--- config.mk ---
export PLATFORM = sky130hd
export DESIGN_NAME = inport_ctl
export DESIGN_NICKNAME = d
export VERILOG_FILES = /design/src/rtl/inport_ctl.sv
export SDC_FILE = /design/constraint.sdc
export NUM_CORES = 1
export LEC_CHECK = 0
export BUFFER_PORTS_ARGS = -buffer_cell sky130_fd_sc_hd__buf_2
export CAP_MARGIN = 20
export CORE_MARGIN = 4
export CORE_UTILIZATION = 51
export DETAILED_ROUTE_END_ITERATION = 8
export GPL_TIMING_DRIVEN = 0
export PLACE_DENSITY = 0.82
export SLEW_MARGIN = 5
export SYNTH_ARGS = -nofsm -noshare
export SYNTH_HDL_FRONTEND = slang
export SYNTH_SLANG_ARGS = --single-unit
export TNS_END_PERCENT = 30
--- constraint.sdc ---
create_clock -name clk -period 2.3 [get_ports clk]
set_clock_uncertainty 0.15 [all_clocks]
set_input_delay 0.46 -clock clk [delete_from_list [all_inputs] [get_ports clk]]
set_output_delay 0.46 -clock clk [all_outputs]
set_load 0.03 [all_outputs]
--- src/rtl/inport_ctl.sv ---
// inport_ctl: router input port. Buffers incoming flits in a small FIFO,
// computes the XY route for each packet head and runs the request/grant
// handshake with the selected output controller.
module inport_ctl #(
  parameter int PORTID = 0,
  parameter int MYX    = 0,
  parameter int MYY    = 0,
  parameter int DEPTH  = 4
) (
  input  logic        clk,
  input  logic        rst_,
  input  logic [35:0] idata,
  input  logic        ivalid,
  output logic        irdy,
  output logic [2:0]  port,
  output logic        req,
  input  logic        grt,
  output logic [35:0] odata,
  output logic        ovalid,
  input  logic        ordy,
  output logic        err_drop
);

  localparam int AW = $clog2(DEPTH);
  localparam logic [3:0] MY_X = 4'(MYX);
  localparam logic [3:0] MY_Y = 4'(MYY);

  localparam logic [1:0] FT_SINGLE = 2'b00;
  localparam logic [1:0] FT_TAIL   = 2'b11;

  // Catch a bad instantiation at elaboration; PORTID names the offending port.
  if (PORTID < 0 || DEPTH < 2 || (DEPTH & (DEPTH - 1)) != 0) begin : g_param_check
    $error("inport_ctl port %0d: DEPTH must be a power of two >= 2", PORTID);
  end

  typedef enum logic [1:0] {
    ST_IDLE = 2'd0,
    ST_REQ  = 2'd1,
    ST_XFER = 2'd2
  } state_t;

  state_t         state_reg;
  logic [2:0]     port_reg;
  logic           err_drop_reg;

  logic [35:0]    mem [DEPTH];
  logic [AW:0]    wr_ptr_reg;
  logic [AW:0]    rd_ptr_reg;

  logic           empty;
  logic           full;
  logic           push;
  logic           pop;
  logic           fwd;
  logic           drop;
  logic [1:0]     head_type;
  logic           head_is_start;
  logic           head_is_last;
  logic [3:0]     head_dx;
  logic [3:0]     head_dy;
  logic [2:0]     route_port;

  // Pointers carry an extra wrap bit so full and empty are distinguishable.
  assign empty = (wr_ptr_reg == rd_ptr_reg);
  assign full  = ((wr_ptr_reg ^ rd_ptr_reg) == {1'b1, {AW{1'b0}}});

  assign odata     = mem[rd_ptr_reg[AW-1:0]];
  assign head_type = odata[35:34];
  assign head_dx   = odata[7:4];
  assign head_dy   = odata[3:0];

  // Single and head flits open a packet; body and tail (type bit 1 set) do not.
  assign head_is_start = !empty && !head_type[1];
  assign head_is_last  = (head_type == FT_SINGLE) || (head_type == FT_TAIL);

  assign irdy   = !full;
  assign push   = ivalid && !full;
  assign req    = (state_reg != ST_IDLE);
  assign ovalid = (state_reg == ST_XFER) && grt && !empty;
  assign fwd    = ovalid && ordy;
  // A body/tail at the head while idle has no packet to belong to.
  assign drop   = (state_reg == ST_IDLE) && !empty && head_type[1];
  assign pop    = fwd || drop;

  assign port     = port_reg;
  assign err_drop = err_drop_reg;

  // Dimension-ordered route: resolve X first, then Y, else deliver locally.
  always_comb begin
    route_port = 3'd0;
    if (head_dx > MY_X)      route_port = 3'd1;
    else if (head_dx < MY_X) route_port = 3'd2;
    else if (head_dy > MY_Y) route_port = 3'd3;
    else if (head_dy < MY_Y) route_port = 3'd4;
  end

  // FIFO storage write; contents are left unreset, only pointers matter.
  always_ff @(posedge clk) begin
    if (push) mem[wr_ptr_reg[AW-1:0]] <= idata;
  end

  // FIFO pointer update; reset empties the buffer and discards any partial packet.
  always_ff @(posedge clk or negedge rst_) begin
    if (!rst_) begin
      wr_ptr_reg <= '0;
      rd_ptr_reg <= '0;
    end else begin
      if (push) wr_ptr_reg <= wr_ptr_reg + (AW+1)'(1);
      if (pop)  rd_ptr_reg <= rd_ptr_reg + (AW+1)'(1);
    end
  end

  // Packet FSM: port is latched only when a packet opens and holds until
  // its last flit leaves, so the output controller keeps the grant.
  always_ff @(posedge clk or negedge rst_) begin
    if (!rst_) begin
      state_reg    <= ST_IDLE;
      port_reg     <= 3'd0;
      err_drop_reg <= 1'b0;
    end else begin
      err_drop_reg <= drop;
      case (state_reg)
        ST_IDLE: begin
          if (head_is_start) begin
            state_reg <= ST_REQ;
            port_reg  <= route_port;
          end
        end
        ST_REQ: begin
          if (grt) state_reg <= ST_XFER;
        end
        ST_XFER: begin
          if (fwd && head_is_last) state_reg <= ST_IDLE;
        end
        default: state_reg <= ST_IDLE;
      endcase
    end
  end

endmodule

# After elaboration in Yosys (flattened, before gate mapping)
# Memories as Yosys holds them, arrays and structs flattened.
# Index checks and enable logic that the tools add are counted.
op_classes:
  add_sub_neg: 2
  magnitude_cmp: 4
  eq_ne: 8
  mux: 10
  bitwise_logic: 1
  n_reduce_logical: 18
op_table:
  columns: ["op", "count"]
  rows:
  - ["3-bit two-way mux", 4]
  - ["4-bit by 1-bit greater-than comparator with 1-bit output (second input constant)", 2]
  - ["1-bit logical AND", 8]
  - ["4-bit by 1-bit less-than comparator with 1-bit output (second input constant)", 2]
  - ["3-bit by 1-bit adder with 3-bit output (second input constant)", 2]
  - ["2-bit two-way mux", 3]
  - ["2-bit case mux with 3 select lines", 1]
  - ["2-bit equality test (second input constant)", 2]
  - ["2-bit zero test", 2]
  - ["2-bit inequality test (second input constant)", 2]
  - ["3-bit equality test", 1]
  - ["3-bit equality test (second input constant)", 1]
  - ["1-bit zero test", 3]
  - ["3-bit AND reduction", 1]
  - ["3-bit bitwise XOR", 1]
  - ["2-bit by 1-bit equality test with 1-bit output (second input constant)", 1]
  - ["1-bit logical OR", 2]
  - ["1-bit two-way mux", 2]
  - ["2-bit by 1-bit inequality test with 1-bit output (second input constant)", 1]
  - ["2-bit AND reduction", 1]
  - ["2-bit nonzero test", 1]
word_totals:
  reg_bits: 12
  mem_bits_rw: 144
  out_inout_bits: 43
  wordCells: 49
  mem_count: 1
mem_list:
  columns: ["memory", "words", "word_bits", "read_ports", "rd_clocked_by_memory_dff", "wr", "line_no", "source"]
  rows:
  - ["mem", 4, 36, 1, 0, 1, "46", "logic [35:0] mem [DEPTH];"]

# Longest topological paths before layout
depth:
  depth_word: 7
  ltp_mapped: 6
  depth_no_buf: 4

# Worst setup path after synthesis
# OpenSTA, ideal clock, no wires.
synth_path:
  path_type: "register -> register"
  startpoint: "register wr_ptr_reg[1]"
  endpoint: "memory mem[3][0], enable pin"
  setup_time_ns: 0.398
  arrival_time_ns: 1.902
  required_time_ns: 1.752
  path_slack_ns: -0.150
  stages_incl_launch_ff: 4
  n_path_buf: 0
  synth_period_minus_slack_ns: 2.450
  cell_sequence: "dfrtp_1 xnor2_1 a31oi_1 and2_1"
synth_via:
  elab_chain_len: 6
synth_lines:
  columns: ["element", "line_no", "source"]
  rows:
  - ["start, declared", "47", "logic [AW:0] wr_ptr_reg;"]
  - ["start signal, assigned", "108", "if (push) wr_ptr_reg <= wr_ptr_reg + (AW+1)'(1);"]
  - ["3-bit bitwise XOR", "65", "assign full = ((wr_ptr_reg ^ rd_ptr_reg) == {1'b1, {AW{1'b0}}});"]
  - ["3-bit equality test", "65", null]
  - ["1-bit zero test", "77", "assign push = ivalid && !full;"]
  - ["1-bit logical AND", "77", null]
  - ["1-bit two-way mux", "99", "if (push) mem[wr_ptr_reg[AW-1:0]] <= idata;"]
  - ["1-bit two-way mux (not written as such)", "99", null]
  - ["end, declared", "46", null]
# Several ways; a longest one is shown, not always the timed one.

# Worst setup path after layout
layout_path:
  startpoint: "register rd_ptr_reg[0]"
  endpoint: "output port odata[32]"
layout_via:
  elab_chain_len: 1
layout_lines:
  columns: ["element", "line_no", "source"]
  rows:
  - ["start, declared", "48", "logic [AW:0] rd_ptr_reg;"]
  - ["start signal, assigned", "109", "if (pop) rd_ptr_reg <= rd_ptr_reg + (AW+1)'(1);"]
  - ["memory read 4 x 36 bit", null, null]
  - ["end, declared", "18", "output logic [35:0] odata,"]
# Every way passes these cells.

==> results.md <==
* Drt initial violations at 136
* FF-to-FF path depth at 5
* Avg Cell Area, Syn at 23.5 um^2
* CTS tree: done
* CP peak stage delay at 0.54 ns
* Fraction of registers with async set/reset at 7.10%
* Worst-path clk slew at 0.06 ns
* Cell mode on critical path: buf_12
* Tcrit/Tclk final at 110%
* Row Count at 38
* Setup violations, final at 37
* Count leader, synth: edfxtp_1
* Post-DRT Antenna Nets at 0
* Crit path cell chain: buf_12, buf_12, buf_12, mux4_2, buf_6
* Fin cells at 521
* Setup repair after global routing missed its margin: yes
* MaxCap Viol Count at 0
* Die Area at 13200 um^2
* # fillers at 679
* Crit. End Element: primary output
* DRC viols at 0
* IO Count at 84
* Vias in the first global route at approximately 3100
* Core region area at 11000 um^2
* Share of the synthesized area in the top cell type at 74.0%
* Reg-to-Reg Start: rd_ptr_reg[0]
* Largest net degree at the start of global routing at 21
* EDFF count, synth at 144
* Crit path from: rd_ptr_reg[0]
* Worst endpoint data arrival time at 1.92 ns
* Final hold slack at 0.106 ns
* Reg2reg setup slack at 0.10 ns
* Worst EP required at about 1.7 ns
* Final slew viol count at 0
* Clock Path Buffers at 2
* Syn_nets at around 300
* CP Class: flop to primary output
* Most used DFF post-synth: edfxtp_1
* Post-Syn Instances at 249
* Total GRT Usage at 18.5%
* Final number of hold-violating endpoints at 0
* Post-layout nets at 414
* Clock Latency Late Sink at 0.41 ns
* H-tree levels at 4
* Die X at 115 um
* Cell variety after synth at 35
* Synth warn at 0
* Result of the run: complete, but fails checks
* Die H at 115 um
* WL per Instance at 21.7 um
* Min cycle time layout at 2.53 ns
* Crit path to: odata[32]
* Worst setup margin at -0.234 ns
* Total leakage power at 2.75 nW
* FF+latch count, synth at 155
* Inst Count DP at 473
* Synth area leaders: edfxtp_1, mux4_2, dfrtp_1
* Failing checks: setup timing
* I/O Buffers at 82
* Max reg flops at roughly 140
* Worst path depth at 5
* Power density cells at 1550 nW/um^2
* Initial Util at a little over half
* Setup TNS at -6.71 ns
* Peak VDD IR at around 1100 uV
* Sink Count at 155
* Synth cell count leaders: edfxtp_1, mux4_2, dfrtp_1
* First-pass GRT wire length at 17.4 mm
* TritonCTS Buffers at 17
* Area Overhead vs Synth at 30.9%
* HP Class: input port to flop
* Seq/Total Area, Yosys at 78.7%
* DP HPWL at 6.42 mm
* Fin util at between 60% and 70%
* Cell area after synthesis at 5850 um^2
* Clk root buf: clkbuf_16
* Reg-to-reg critical path endpoint: port[1]
* FMAX at 395 MHz
* GR Overflow Total at 0
* Cell family with most CP delay: buffers and inverters
* Dominant cell type by area after synthesis: edfxtp_1
* Total number of vias at 2860
* GP Congestion at 0.728
* TritonRoute pass-1 iters at 5
* Final WL at 11.3 mm
* WP buf/inv at 4
* Startpoint types: flop
* Initial antenna violation count at 2
* Ratio of cells with drive above 1 in the final layout at 48.9%
* Worst path slowest cell: mux4_2
* Via-per-instance ratio at 5.49
* CP max FO at 7
logic make-up (layout without fill, tap and decap cells):
group                      after synthesis  in the layout  synth area share, %
AOI/OAI and AO/OA                        5              5                0.621
buffers and inverters                   15            144                 1.31
and+or+nand+nor                         21             23                 2.42
other                                    1              2               0.0642
adders and majority gates                5              5                 1.07
DFF                                    155            155                 78.7
muxes                                   39             39                 14.6
xor gates and xnor gates                 8              8                 1.20
layer usage:
metal / wire length [um] / GRT usage (%)
met1: 4430 / 23.3
met2: 5930 / 30.1
met3: 826 / 6.84
met4: 128 / 6.10
met5: 7 / 0
stage by stage:
stage                     total power [mW]  setup slack, ns  area [um^2]
after floorplan                       6.80           -0.118         5850
after global placement                7.75           -0.853         6440
after detailed placement              7.93           -0.534         6500
after CTS                             11.6           -0.260         7510
after global routing                  12.4           -0.307         7650
final                                 11.9           -0.234         7650
final cells by class:
class,instances,area (um^2),area share [%]
clock inverters,11,128,1.67
plain buffers,9,135,1.77
clock buffers,20,437,5.71
inverters,5,18.8,0.245
flip-flops and latches,155,4600,60.1
repair buffers,99,918,12.0
well taps,140,175,2.29
multi-input cells,81,1240,16.2
diodes,1,2.50,0.0327
worst min path at each step:
stage / cells after the start / start / to / slack [ns]
2_1_floorplan: 0 / rst_ / err_drop / 0.01
3_3_place_gp: 1 / rst_ / state_reg[1] / 0.19
3_5_place_dp: 1 / rst_ / state_reg[1] / 0.20
4_1_cts: 1 / idata[32] / mem[2][32] / 0.08
5_1_grt: 1 / idata[9] / mem[1][9] / 0.09
6_report: 1 / idata[33] / mem[3][33] / 0.11
cells in the final DEF (no fill, tap or decap), drive strengths merged, types with 2 or more instances in the layout:
cell,Yosys,layout
ha,5,5
inv,5,5
bufinv,0,3
dfrtp,11,11
nor3,2,2
nand2,3,3
mux4,36,36
edfxtp,144,144
nand3,2,2
xnor2,4,4
clkbuf,2,23
mux2,3,3
and2,4,6
nor4,3,3
clkinv,0,7
buf,8,104
xor2,4,4
repair_timing:
action | CTS | global route
endpoints found under the setup margin | 150 | 185
hold endpoints to repair | 11 | 0
gates resized for setup | 103 | 8
hold buffers | 1 | 0
buffers inserted | 8 | 4
pin swaps | 2 | 2
gates cloned | 2 | 2
power breakdown:
group	switching [mW]	internal, mW
sequential	0.205	3.80
clock	0.988	1.68
combinational	2.74	2.44
total	3.93	7.92
No activity file was read; power rests on OpenSTA's default activity.
